==> config.mk <==
export PLATFORM = sky130hd
export DESIGN_NAME = idex_ctrl_pipe
export DESIGN_NICKNAME = d
export VERILOG_FILES = /design/src/rtl/idex_ctrl_pipe.sv
export SDC_FILE = /design/constraint.sdc
export NUM_CORES = 1
export LEC_CHECK = 0
export ABC_AREA = 1
export BUFFER_PORTS_ARGS = -buffer_cell sky130_fd_sc_hd__buf_2
export CAP_MARGIN = 30
export CELL_PAD_IN_SITES_DETAIL_PLACEMENT = 1
export CELL_PAD_IN_SITES_GLOBAL_PLACEMENT = 1
export CORE_MARGIN = 5
export CORE_UTILIZATION = 37
export DETAILED_ROUTE_END_ITERATION = 8
export PLACE_DENSITY = 0.89
export SLEW_MARGIN = 20
export SYNTH_ARGS = -nofsm -noshare
export SYNTH_HDL_FRONTEND = slang
export SYNTH_SLANG_ARGS = --single-unit
==> constraint.sdc <==
create_clock -name clk -period 4.04 [get_ports clk]
set_input_delay 0.606 -clock clk [delete_from_list [all_inputs] [get_ports clk]]
set_output_delay 0.606 -clock clk [all_outputs]
set_load 0.01 [all_outputs]
==> src/rtl/idex_ctrl_pipe.sv <==
// ID/EX control pipeline register with stall, bubble and flush handling.
// Counts inserted zero-loads in a saturating statistics counter.
module idex_ctrl_pipe #(
  parameter int EX_W  = 5,
  parameter int M_W   = 3,
  parameter int WB_W  = 3,
  parameter int CNT_W = 16
) (
  input  logic             clk,
  input  logic             rst,
  input  logic             id_valid,
  input  logic [EX_W-1:0]  id_EX,
  input  logic [M_W-1:0]   id_M,
  input  logic [WB_W-1:0]  id_WB,
  input  logic             idex_stall,
  input  logic             idex_bubble,
  input  logic             idex_flush,
  input  logic             cnt_clr,
  output logic             idex_valid,
  output logic [EX_W-1:0]  idex_EX,
  output logic [M_W-1:0]   idex_M,
  output logic [WB_W-1:0]  idex_WB,
  output logic [CNT_W-1:0] bubble_cnt,
  output logic             bubble_sat
);

  logic             valid_q, valid_d;
  logic [EX_W-1:0]  ex_q, ex_d;
  logic [M_W-1:0]   m_q, m_d;
  logic [WB_W-1:0]  wb_q, wb_d;
  logic [CNT_W-1:0] cnt_q, cnt_d;
  logic             sat_q, sat_d;
  logic             zero_load;

  always_comb begin
    valid_d   = valid_q;
    ex_d      = ex_q;
    m_d       = m_q;
    wb_d      = wb_q;
    zero_load = 1'b0;
    priority case (1'b1)
      idex_flush: begin
        valid_d   = 1'b0;
        ex_d      = '0;
        m_d       = '0;
        wb_d      = '0;
        zero_load = 1'b1;
      end
      idex_stall: begin
        valid_d = valid_q;
      end
      idex_bubble: begin
        valid_d   = 1'b0;
        ex_d      = '0;
        m_d       = '0;
        wb_d      = '0;
        zero_load = 1'b1;
      end
      default: begin
        valid_d = id_valid;
        ex_d    = id_EX;
        m_d     = id_M;
        wb_d    = id_WB;
      end
    endcase
  end

  // Clear beats a same-edge zero-load; counter sticks at all-ones.
  always_comb begin
    cnt_d = cnt_q;
    if (cnt_clr) begin
      cnt_d = '0;
    end else if (zero_load && !sat_q) begin
      cnt_d = cnt_q + 1'b1;
    end
    sat_d = (cnt_d == {CNT_W{1'b1}});
  end

  always_ff @(posedge clk) begin
    if (rst) begin
      valid_q <= 1'b0;
      ex_q    <= '0;
      m_q     <= '0;
      wb_q    <= '0;
      cnt_q   <= '0;
      sat_q   <= 1'b0;
    end else begin
      valid_q <= valid_d;
      ex_q    <= ex_d;
      m_q     <= m_d;
      wb_q    <= wb_d;
      cnt_q   <= cnt_d;
      sat_q   <= sat_d;
    end
  end

  assign idex_valid = valid_q;
  assign idex_EX    = ex_q;
  assign idex_M     = m_q;
  assign idex_WB    = wb_q;
  assign bubble_cnt = cnt_q;
  assign bubble_sat = sat_q;

endmodule

; ---- Yosys cells after proc, flatten, opt, wreduce, memory -nomap -nowiden
; Cells that the tools add are included.
[totals]
input_bits = 18
latchBits = 0
rom_bits = 0
memories = 0
ramBits = 0
ff_bits = 29
word_cells = 20
[classes]
muxes = 9
div = 0
multipliers = 0
n_reduce_logical = 3
shifts = 0
bitwise_logic = 0
magnitude_cmp = 0
eq_ne = 1
add_sub_neg = 1
[ops]
columns = cell, n
row1 = $mux 16, 2
row2 = $add 16x1->16 const B, 1
row3 = $eq 16x16->1 const B, 1
row4 = $mux 3, 2
row5 = $mux 5, 1
row6 = $mux 1, 4
row7 = $reduce_or 2->1, 1
row8 = $logic_and 1x1->1, 1
row9 = $logic_not 1->1, 1

; ---- Logic depth before layout (Yosys ltp)
[depth]
depth_word = 7
depth_mapped = 13

; ---- Worst setup path before layout
; Ideal clock, no wire load.
[synth_timing]
path_type = register -> register
from = reg cnt_q[0], in the netlist bubble_cnt[0]
to = reg sat_q, in the netlist bubble_sat
required_ps = 3976
t_arrival_ps = 1518
path_stages_with_launch = 11
path_buffers = 0
setup_slack_ps = 2458
cell_sequence = dfxtp_1 > ha_1 > nand2_2 > nor2_2 > nand2_1 > nor2_4 > nand3_1 > xor2_1 > nor2_1 > nand2_1 > nor2_1
[synth_via]
elab_chain_len = 4
[synth_lines]
columns = item, line
row1 = start: declaration, 31  ; logic [CNT_W-1:0] cnt_q, cnt_d;
row2 = start signal: assignment, 92  ; cnt_q <= cnt_d;
row3 = $add 16x1->16, 74  ; cnt_d = cnt_q + 1'b1;
row4 = $mux 16 (*), 73  ; end else if (zero_load && !sat_q) begin
row5 = $mux 16 (*), 71  ; if (cnt_clr) begin
row6 = $eq 16x16->1 (*), 76  ; sat_d = (cnt_d == {CNT_W{1'b1}});
row7 = end signal: assignment, 93  ; sat_q <= sat_d;
row8 = end: declaration, 32  ; logic sat_q, sat_d;
; Every way passes the cells marked *; elsewhere a longest branch is shown, timed or not.
; A chain may end at the register's enable or synchronous reset.

; ---- Worst setup path after layout
; Same ends and word-level chain as after synthesis.

==> impl_metrics.ini <==
[routing]
routed_via_density = 4.80
vias = 1523
ant_nets = 0
drt_iter0_markers = 56
drtPass1Iterations = 4
route.detailed.drc = 0
wl_per_cell_um = 13.5
drt_wl_total_um = 4270

[cells_and_area]
multi_input_area_um2 = 752
nNetsFinal = 287
register_area_um2 = 581
area_delta_synth_final_pct = 23.8
drive_above_1_share_pct = 24.9
fillers = 537
diodes = 0

[synthesis]
synth_cells = 220
avgSynthCellArea_um2 = 6.62
synth_fp_nets = 239
ys_seq_area_share_pct = 39.9
synthDistinctLibCells = 22
synth_warnings = 0
ys_ff_latch = 29
netlist_area_um2 = 1460

[critical_path]
cp_slowest_cell = dfxtp_1
path_class = flip-flop to flip-flop
reg2reg_setup_slack_ns = 2.24
crit_path_start_kind = flip-flop
crit_fanout = 6
required_ns = 4.27
crit_arrival_ns = 2.03
worst_setup_path_end_kind = flip-flop
critPathTopFamily = simple AND/OR/NAND/NOR gates
crit_chain = ha_1 -> nand2_2 -> nor2_2 -> nand2_1 -> nor2_4 -> xor2_1 -> nand3_1 -> nor2_1 -> nand2_1 -> nor2_1
cpPeakStageDelay_ns = 0.42
critPathBufInv = 0

[clocking]
post_cts_buffers = 0
cts_root_buffer = clkbuf_8
path_clk_slew_ns = 0.07
cts_sinks = 29
hold_buffers = 0
numCtsBuffers = 5
clock_path_buffers = 2
htreeDepth = 2
cts_resized = 0
cts_tree = done
insertion_delay_ns = 0.28

[floorplanning]
rows = 22
die_w_um = 72.7
die_area_um2 = 5290
core_area_um2 = 3740
io_pins = 47
dieHeight_um = 72.7
initial_core_util_pct = 38.9

[global_route]
grtUsageMet1_pct = 22.0
grt_pass1_wl_um = 6970
track_usage_pct = 16.8
grt_max_degree = 15
overflow = 0
grt_pass1_vias = 1513
gr-usage-met3_pct = 4.27
use_met2_pct = 27.1
grt-busiest-layer = met2
antenna_found_initial = 0

[timing]
finClkSkew_ns = 0.00310
maxSlewViolCount = 0
setup_viol_count_final = 0
min_period_ns = 1.80
rsz0062_at_grt = false
period_share_pct = 44.6
hold_slack_ns = 0.458
tightest_slew_ns = 0.717
maxSlewHeadroom_pct = 52.0
fin_setup_tns_ns = 0
fmax_ghz = 0.555
hold_viol = 0

[power_and_ir_drop]
p_sw_mw = 0.151
clock_power_share_pct = 40.9
swShare_pct = 26.1
p_leak_nw = 0.833
combPwrFrac_pct = 8.1
ir_drop_v = 0.000135
p_int_mw = 0.426
p_per_area_nw_per_um2 = 320
seqPwrFrac_pct = 50.9

[placed_design]
gp_congestion = 0.820
dp_hpwl_um = 3380
port_buffers = 46

[worst_hold_path]
min_path_type = flip-flop to flip-flop

[flow_run]
max-cap-violations = 0

[status]
status = finished, final reports clean
## Yosys cell counts
cell | count | area share [%]
nor3_1 | 5 | 1.7
dfxtp_1 | 29 | 40
inv_2 | 2 | 0.52
a21oi_1 | 14 | 4.8
o21bai_1 | 2 | 1.0
inv_1 | 24 | 6.2
nand2_4 | 2 | 1.5
ha_1 | 1 | 0.86
nand3_1 | 15 | 5.2
xor2_1 | 3 | 1.8
nor2_1 | 33 | 8.5
and3_1 | 1 | 0.43
clkbuf_1 | 4 | 1.0
nand4_1 | 3 | 1.3
o21ai_0 | 2 | 0.69
nand2_1 | 69 | 18
or2_2 | 1 | 0.43
nor2_2 | 2 | 0.86
xor2_2 | 1 | 1.1
buf_6 | 1 | 0.77
nand2_2 | 3 | 1.3
nor2_4 | 3 | 2.3
## tightest hold or removal path, cell delays in order (launching register included)
cell and delay (ns):
dfxtp_1 0.31, nand2_1 0.05, a21oi_1 0.05
## worst paths after layout
check | from | endpoint | cells past startpoint
max | bubble_cnt[0] | bubble_sat | 10
min | idex_WB[2] | idex_WB[2] | 2
max reg2reg | bubble_cnt[0] | bubble_sat | 10
min reg2reg | idex_WB[2] | idex_WB[2] | 2
## layout make-up
class                      count  share of cell area, %
tap                           48                   3.33
timing repair buffer          46                   12.8
clock buffer                   6                   4.02
inverter                      26                   5.41
clock inverter                 2                  0.555
sequential                    29                   32.2
multi-input combinational    160                   41.7
## layer usage
layer	share of wire, %	vias to the layer above
met2	44	41
met5	0	-
met1	48	699
li1	-	777
met3	6.3	6
met4	1.1	0
## sequential cells by signal, summed over array words and instances (netlist names)
name        count
idex_WB         3
bubble_sat      1
idex_EX         5
idex_M          3
bubble_cnt     16
idex_valid      1
## cell usage in the layout (no fill, tap or decap)
cell      instances
dfxtp_1          29
and3_1            1
xor2_1            3
buf_2            46
a21oi_1          14
nand2_2           3
nor2_1           33
nand4_1           3
ha_1              1
nand2_1          69
nand2_4           2
clkbuf_8          5
nor3_1            5
xor2_2            1
nor2_2            2
nand3_1          15
inv_1            24
nor2_4            3
or2_2             1
inv_2             2
o21bai_1          2
clkinv_2          2
clkbuf_1          1
o21ai_0           2
## power by group through the flow
stage / registers (mW) / clock network, mW / logic [mW]
after floorplan: 0.301 / 0 / 0.0264
after global placement: 0.300 / 0 / 0.0458
after detailed placement: 0.300 / 0 / 0.0470
after CTS: 0.294 / 0.240 / 0.0474
after global routing: 0.294 / 0.255 / 0.0522
final: 0.294 / 0.236 / 0.0469
## cell families after synthesis
family	Yosys count	share of synthesized area, %
AO/OA/AOI/OAI	18	6.53
XOR/XNOR	4	2.92
adder cells (fa/ha/maj)	1	0.859
buffers and inverters	31	8.51
flip-flops	29	39.9
AND/OR/NAND/NOR	137	41.3
## metrics by stage
step | instance area [um^2] | power [mW] | worst slack, ns | cells | util, %
after floorplan | 1460 | 0.328 | 2.46 | 220 | -
after global placement | 1720 | 0.346 | 2.13 | 309 | 46.0
after detailed placement | 1720 | 0.347 | 2.10 | 309 | 46.0
after CTS | 1800 | 0.581 | 2.24 | 317 | 48.2
after global routing | 1800 | 0.601 | 2.08 | 317 | 48.2
final | 1800 | 0.576 | 2.24 | 317 | 48.2
Note: power is estimated with default switching activity, not from simulation.
